$ cat src/rtl/free_list.sv
// Circular free list of physical register specifiers: two-wide allocation at head,
// two-wide reclaim at tail, head recovery via checkpoints or walk-back.
module free_list #(
   parameter int PRF_NUM  = 64,
   parameter int ARF_NUM  = 32,
   parameter int PRF_W    = 6,
   parameter int DEPTH    = 32,
   parameter int CKPT_NUM = 8
) (
   input  logic             clk,
   input  logic             rst,
   input  logic             alloc0_req,
   input  logic             alloc1_req,
   output logic [PRF_W-1:0] alloc0_prf,
   output logic [PRF_W-1:0] alloc1_prf,
   output logic             alloc_stall,
   input  logic [5:0]       instr0_rob_tag,
   input  logic [5:0]       instr1_rob_tag,
   input  logic             instr0_valid,
   input  logic             instr1_valid,
   input  logic             release0_valid,
   input  logic [PRF_W-1:0] release0_prf,
   input  logic             release1_valid,
   input  logic [PRF_W-1:0] release1_prf,
   input  logic             recovery_flush,
   input  logic             recovery_no_copy,
   input  logic [5:0]       recovery_target_rob_tag,
   input  logic             recovery_mode,
   input  logic [1:0]       rollback_cnt,
   output logic [PRF_W-1:0] free_count
);
   localparam int IDX_W = $clog2(DEPTH);
   localparam int PTR_W = IDX_W + 1;

   logic [PRF_W-1:0] entry_reg [DEPTH];
   logic [PTR_W-1:0] ckpt_reg [CKPT_NUM];
   logic [PTR_W-1:0] head_reg, head_next, tail_reg, tail_next;
   logic [PTR_W-1:0] head_plus1, tail_slot1;
   logic [PRF_W-1:0] count;
   logic [1:0]       need, rel_cnt;
   logic             rel0_en, rel1_en, restore, rename_fire;
   logic [2:0]       restore_idx;

   // Wrap bit makes tail - head distinguish full (DEPTH) from empty (0).
   assign count      = PRF_W'(tail_reg - head_reg);
   assign free_count = count;

   assign head_plus1  = head_reg + PTR_W'(1);
   assign alloc0_prf  = entry_reg[head_reg[IDX_W-1:0]];
   assign alloc1_prf  = alloc0_req ? entry_reg[head_plus1[IDX_W-1:0]] : alloc0_prf;
   assign need        = {1'b0, alloc0_req} + {1'b0, alloc1_req};
   assign alloc_stall = count < PRF_W'(need);

   assign restore     = recovery_flush && !recovery_no_copy;
   assign rename_fire = !alloc_stall && !recovery_flush && !recovery_mode;
   // A mispredicted instruction that is not itself a group leader restores the next group's copy.
   assign restore_idx = recovery_target_rob_tag[5:3]
                        + {2'b00, (recovery_target_rob_tag[2:0] != 3'd0)};

   assign rel0_en    = release0_valid && (release0_prf != '0);
   assign rel1_en    = release1_valid && (release1_prf != '0);
   assign rel_cnt    = {1'b0, rel0_en} + {1'b0, rel1_en};
   assign tail_slot1 = tail_reg + PTR_W'(rel0_en);
   assign tail_next  = tail_reg + PTR_W'(rel_cnt);

   always_comb begin
      head_next = head_reg;
      if (restore) begin
         head_next = ckpt_reg[restore_idx];
      end else if (recovery_flush) begin
         head_next = head_reg;
      end else if (recovery_mode) begin
         head_next = head_reg - PTR_W'(rollback_cnt);
      end else if (!alloc_stall) begin
         head_next = head_reg + PTR_W'(need);
      end
   end

   always_ff @(posedge clk) begin
      if (rst) begin
         head_reg <= '0;
         tail_reg <= PTR_W'(DEPTH);
      end else begin
         head_reg <= head_next;
         tail_reg <= tail_next;
      end
   end

   always_ff @(posedge clk) begin
      if (rst) begin
         for (int i = 0; i < DEPTH; i++) begin
            entry_reg[i] <= PRF_W'(ARF_NUM + i);
         end
      end else begin
         if (rel0_en) entry_reg[tail_reg[IDX_W-1:0]] <= release0_prf;
         if (rel1_en) entry_reg[tail_slot1[IDX_W-1:0]] <= release1_prf;
      end
   end

   // instr1's checkpoint must already account for instr0's allocation this cycle.
   always_ff @(posedge clk) begin
      if (rst) begin
         for (int i = 0; i < CKPT_NUM; i++) begin
            ckpt_reg[i] <= '0;
         end
      end else if (rename_fire) begin
         if (instr0_valid && instr0_rob_tag[2:0] == 3'd0) begin
            ckpt_reg[instr0_rob_tag[5:3]] <= head_reg;
         end else if (instr1_valid && instr1_rob_tag[2:0] == 3'd0) begin
            ckpt_reg[instr1_rob_tag[5:3]] <= head_reg + PTR_W'(alloc0_req);
         end
      end
   end

   always_ff @(posedge clk) begin
      if (!rst) begin
         assert (int'(count) + int'(rel_cnt) <= DEPTH)
            else $error("free_list: release overflows list capacity");
         assert (!rel0_en || int'(release0_prf) < PRF_NUM)
            else $error("free_list: release0_prf out of range");
      end
   end
endmodule
$ cat config.mk
export PLATFORM = sky130hd
export DESIGN_NAME = free_list
export DESIGN_NICKNAME = d
export VERILOG_FILES = /design/src/rtl/free_list.sv
export SDC_FILE = /design/constraint.sdc
export NUM_CORES = 1
export LEC_CHECK = 0
export CAP_MARGIN = 20
export CORE_MARGIN = 2
export CORE_UTILIZATION = 41
export DETAILED_ROUTE_END_ITERATION = 8
export PLACE_DENSITY = 0.69
export SYNTH_ARGS = -nofsm -noshare
export SYNTH_HDL_FRONTEND = slang
export SYNTH_SLANG_ARGS = --single-unit
export TNS_END_PERCENT = 5
$ cat constraint.sdc
create_clock -name clk -period 3.9 [get_ports clk]
set_clock_uncertainty 0.2 [all_clocks]
set_input_delay 0.78 -clock clk [delete_from_list [all_inputs] [get_ports clk]]
set_output_delay 0.78 -clock clk [all_outputs]
set_load 0.02 [all_outputs]
# Yosys cells after proc, flatten, opt, wreduce, memory -nomap -nowiden
# Memory sizes are Yosys's and may differ from the RTL's. A register that Yosys moved wholly into a read port is not among the register bits.
# Index checks and enable logic that the tools add are counted.
[word_totals]
ff_bits = 12
latchBits = 0
ramBits = 240
rom_bits = 0
inputBits = 43
out_inout_bits = 19
word_cells = 74
memories = 2
[memory_table]
columns = ["memory", "words", "width", "rd", "rd_ports_with_merged_regs", "wr", "line_no", "text"]
rows = [
  ["entry_reg", 32, 6, 2, 1, 32, "35", "logic [PRF_W-1:0] entry_reg [DEPTH];"],
  ["ckpt_reg", 8, 6, 1, 0, 8, "36", "logic [PTR_W-1:0] ckpt_reg [CKPT_NUM];"],
]
[op_classes]
addsub = 10
n_mul = 0
div_mod_pow = 0
n_lt_le_gt_ge = 1
n_eq_ne = 2
shift = 0
n_mux = 36
bitwise = 0
reduce_logical = 21
[ops]
columns = ["operator", "n"]
rows = [
  ["2-to-1 mux 6 bit", 9],
  ["OR reduction 6 bit", 4],
  ["2-to-1 mux 1 bit", 21],
  ["2-to-1 mux 5 bit", 4],
  ["adder 6 x 2 -> 6 bit", 2],
  ["nonzero test 6 bit", 2],
  ["logical AND 1 bit", 7],
  ["adder 6 x 1 -> 6 bit", 1],
  ["zero test 3 bit", 2],
  ["less-than comparator 6 x 2 -> 1 bit", 1],
  ["2-to-1 mux 3 bit", 2],
  ["subtractor 6 x 2 -> 6 bit", 1],
  ["subtractor 6 bit", 1],
  ["adder 5 x 1 -> 5 bit", 1],
  ["adder 5 x 1 -> 5 bit (second input constant)", 1],
  ["adder 1 x 1 -> 2 bit", 2],
  ["zero test 1 bit", 4],
  ["adder 3 x 1 -> 3 bit", 1],
  ["!= test 3 x 1 -> 1 bit (second input constant)", 1],
  ["nonzero test 3 bit", 1],
  ["!= test 2 x 1 -> 1 bit (second input constant)", 1],
  ["AND reduction 2 bit", 1],
]

# Depth between registers and ports, before layout
[logic_depth]
word_depth = 11
ltp_mapped = 14
depth_no_buf = 11

# Least setup slack after synthesis
# Ideal clock, no wire load.
[synth_timing]
path_kind = "in2reg"
from = "input release0_prf[2]"
to = "memory entry_reg[0][2] (data pin)"
setup_ns = 0.256
arrival_time_ns = 3.297
required_ns = 3.444
setup_slack_ns = 0.146
cell_stages = 14
n_path_buf = 3
cell_sequence = "clkbuf_1 nor4_1 nand3_1 and2_1 ha_1 ha_1 nor2_1 a21oi_1 o31ai_1 and2_1 buf_2 and3b_1 clkbuf_1 a22o_1"
[synth_rtl]
columns = ["element", "line_no", "text"]
rows = [
  ["from (decl)", "22", "input logic [PRF_W-1:0] release0_prf,"],
  ["to (decl)", "35", ""],
]

==> results.json <==
{
  "grt.total_usage": 0.265,
  "min_path_type": "register to register",
  "area_growth_pct": 20.4,
  "fin_setup_tns_ns": -0.366,
  "std_cell_rows": 71,
  "tightest_slew_ns": 0.998,
  "cts_buffer_depth": 3,
  "cts_root_buf": "clkbuf_16",
  "hold_ws_ns": 0.369,
  "drive_above_1_share": 0.278,
  "route.antenna.remaining_nets": 0,
  "vias": 12900,
  "gp_congestion": 0.964,
  "cts.clk_slew.worst_paths_ns": 0.06,
  "yosys.area.top_type_share": 0.459,
  "cap_violations": 0,
  "antenna_cells": 0,
  "synth_nets": 1324,
  "drc": 0,
  "critical_path_required_ns": 2.92,
  "clk_latency_ns": 0.54,
  "boundaryPins": 62,
  "status": "finished with violations",
  "grt_max_degree": 53,
  "crit_path_end_kind": "output pin",
  "cp_cell_sequence": "buf_12, mux4_2, mux4_2, mux2_4, nor2_1, nor2_1, buf_4",
  "layout_common_cells": "240 x edfxtp_1, 150 x buf_4, 132 x mux4_2",
  "critPathLaunchType": "register",
  "antenna_found_initial": 0,
  "avgSynthCellArea_um2": 12.5,
  "place_hpwl_um": 37400,
  "cp_top_family": "multiplexers",
  "largest_reg_flops": 192,
  "synth_edf_count": 240,
  "die_y_um": 200,
  "period_minus_slack_ns": 3.99,
  "p_per_area_nw_per_um2": 445,
  "relSlewSlack": 0.334,
  "rsz0062_at_grt": "true",
  "cp.arrival_ns": 3.01,
  "cts_made_buffers": 28,
  "setup_viol": 6,
  "violations": "negative setup slack",
  "grt_pass1_wl_um": 77600,
  "synth_area_leaders": "edfxtp_1 46%, mux4_2 19%, o22a_1 3.7%, a21oi_1 3.5%, o22ai_1 3.0%",
  "cp_slowest_stage_delay_ns": 0.61,
  "path_class": "register to output pin",
  "crit_fanout": 13,
  "core_area_um2": 37700,
  "p_leak_nw": 5.98,
  "drv_slew": 0,
  "die-area_um2": 39900,
  "finalWorstSetupSlack_ns": -0.0873,
  "synthFlopType": "edfxtp_1",
  "start_util": 0.417,
  "cts_sinks": 257,
  "yosysUniqueCellTypes": 66,
  "cts_tree": "yes",
  "power_w": 0.00842,
  "hold_viol": 0,
  "gr-total-overflow": 0,
  "dr.pass1.iters": 9,
  "synth_async_sr_flop_share": 0,
  "wl_per_cell_um": 27.5,
  "r2r_setup_slack_ns": 0.57,
  "synth_warnings": 0,
  "yosysSeqAreaShare": 0.480,
  "place_area_um2": 17800,
  "place.port_buffers": 61,
  "synth-seq-cells": 257,
  "syn-instance-count": 1256,
  "grt_pass1_vias": 12400,
  "wirelength_um": 53200,
  "vias_per_cell": 6.66,
  "drtIter0Drc": 2085,
  "crit_buf_inv": 2,
  "syn_area_um2": 15700,
  "finalInstanceArea_um2": 18900,
  "die_w_um": 200,
  "yosysTopAreaCell": "edfxtp_1",
  "pre_cts_slack_ns": -0.662,
  "cts_hold_buf": 0,
  "final_common_cell": "edfxtp_1",
  "crit_slowest_cell": "mux4_2",
  "layout.nets": 1475,
  "min_period_over_period": 1.02,
  "peakVddDrop_v": 0.000302,
  "fmax_mhz": 251,
  "h-tree-depth": 1
}
kinds of logic (layout without fill, tap and decap cells):
group,after synthesis,after routing,synth area share
compound gates,353,353,0.153
xor+xnor,15,15,0.00836
fa+ha+maj,25,25,0.0213
buf+inv,142,311,0.0361
flops,257,257,0.480
mux,151,151,0.202
simple gates,313,313,0.0984
final timing paths:
| kind | cells after the start | start | to |
|---|---|---|---|
| setup / recovery | 7 | register | alloc1_prf[5] |
| hold reg to reg | 2 | head_reg[5] | head_reg[5] |
| hold / removal | 2 | head_reg[5] | head_reg[5] |
| setup reg to reg | 11 | tail_reg[0] | ckpt_reg[2][1] |
where the power goes:
group | internal (W) | switching [W] | total, W
Sequential | 0.00312 | 0.0000978 | 0.00321
Clock | 0.00131 | 0.00111 | 0.00242
Combinational | 0.00130 | 0.00149 | 0.00279
worst register-to-register path: cells and delay by family (launching register included):
family          cells  cell delay (ns)
fa+ha+maj           2             0.51
simple gates        3             0.71
buf+inv             3             0.38
flops               1             0.32
compound gates      3             0.95
metal layers:
metal  vias to the layer above  global-route usage  part of all wire
met1                      6273               0.338              0.34
li1                       5374                   -                 -
met4                         0               0.121             0.058
met5                         -                   0                 0
met3                       198              0.0649              0.14
met2                      1048               0.430              0.46
synth_stat cells (all sizes together), types with 4 or more instances:
master and number:
o22a 67, buf 32, mux2i 10, nor2 79, o31ai 8, nand2 82
o211ai 5, o21ai 10, a22o 13, nand3 65, mux2 9, inv 29
nand4 6, a211oi 6, a31oi 4, clkinv 6, or3 5, a211o 6
mux4 132, edfxtp 240, clkbuf 75, a21oi 111, xnor2 9, xor2 6
o22ai 76, nor3 11, and3 20, dfxtp 17, a22oi 23, ha 22
nand2b 12, and2 10, o21bai 8, nor2b 9
layout make-up:
cell class / instances / area, um2
multi-input cells: 857 / 7720
clock buffers: 34 / 723
fillers: 3287 / 18800
flip-flops and latches: 257 / 7560
clock inverters: 14 / 77.6
repair buffers: 228 / 2060
well taps: 511 / 639
inverters: 35 / 131
timing repair:
item / in CTS / in global routing
resized for setup: 56 / 29
endpoints found under the hold margin: 0 / 0
cloned: 3 / 2
pin swaps: 4 / 10
setup buffers: 3 / 8
setup endpoints to repair: 25 / 218
metrics by stage:
step	std cells	utilization
after floorplan	1256	-
after global placement	1872	0.473
after detailed placement	1872	0.473
after CTS	1926	0.498
after global routing	1936	0.502
final	1936	0.502
Note: power is estimated with default switching activity, not from simulation.
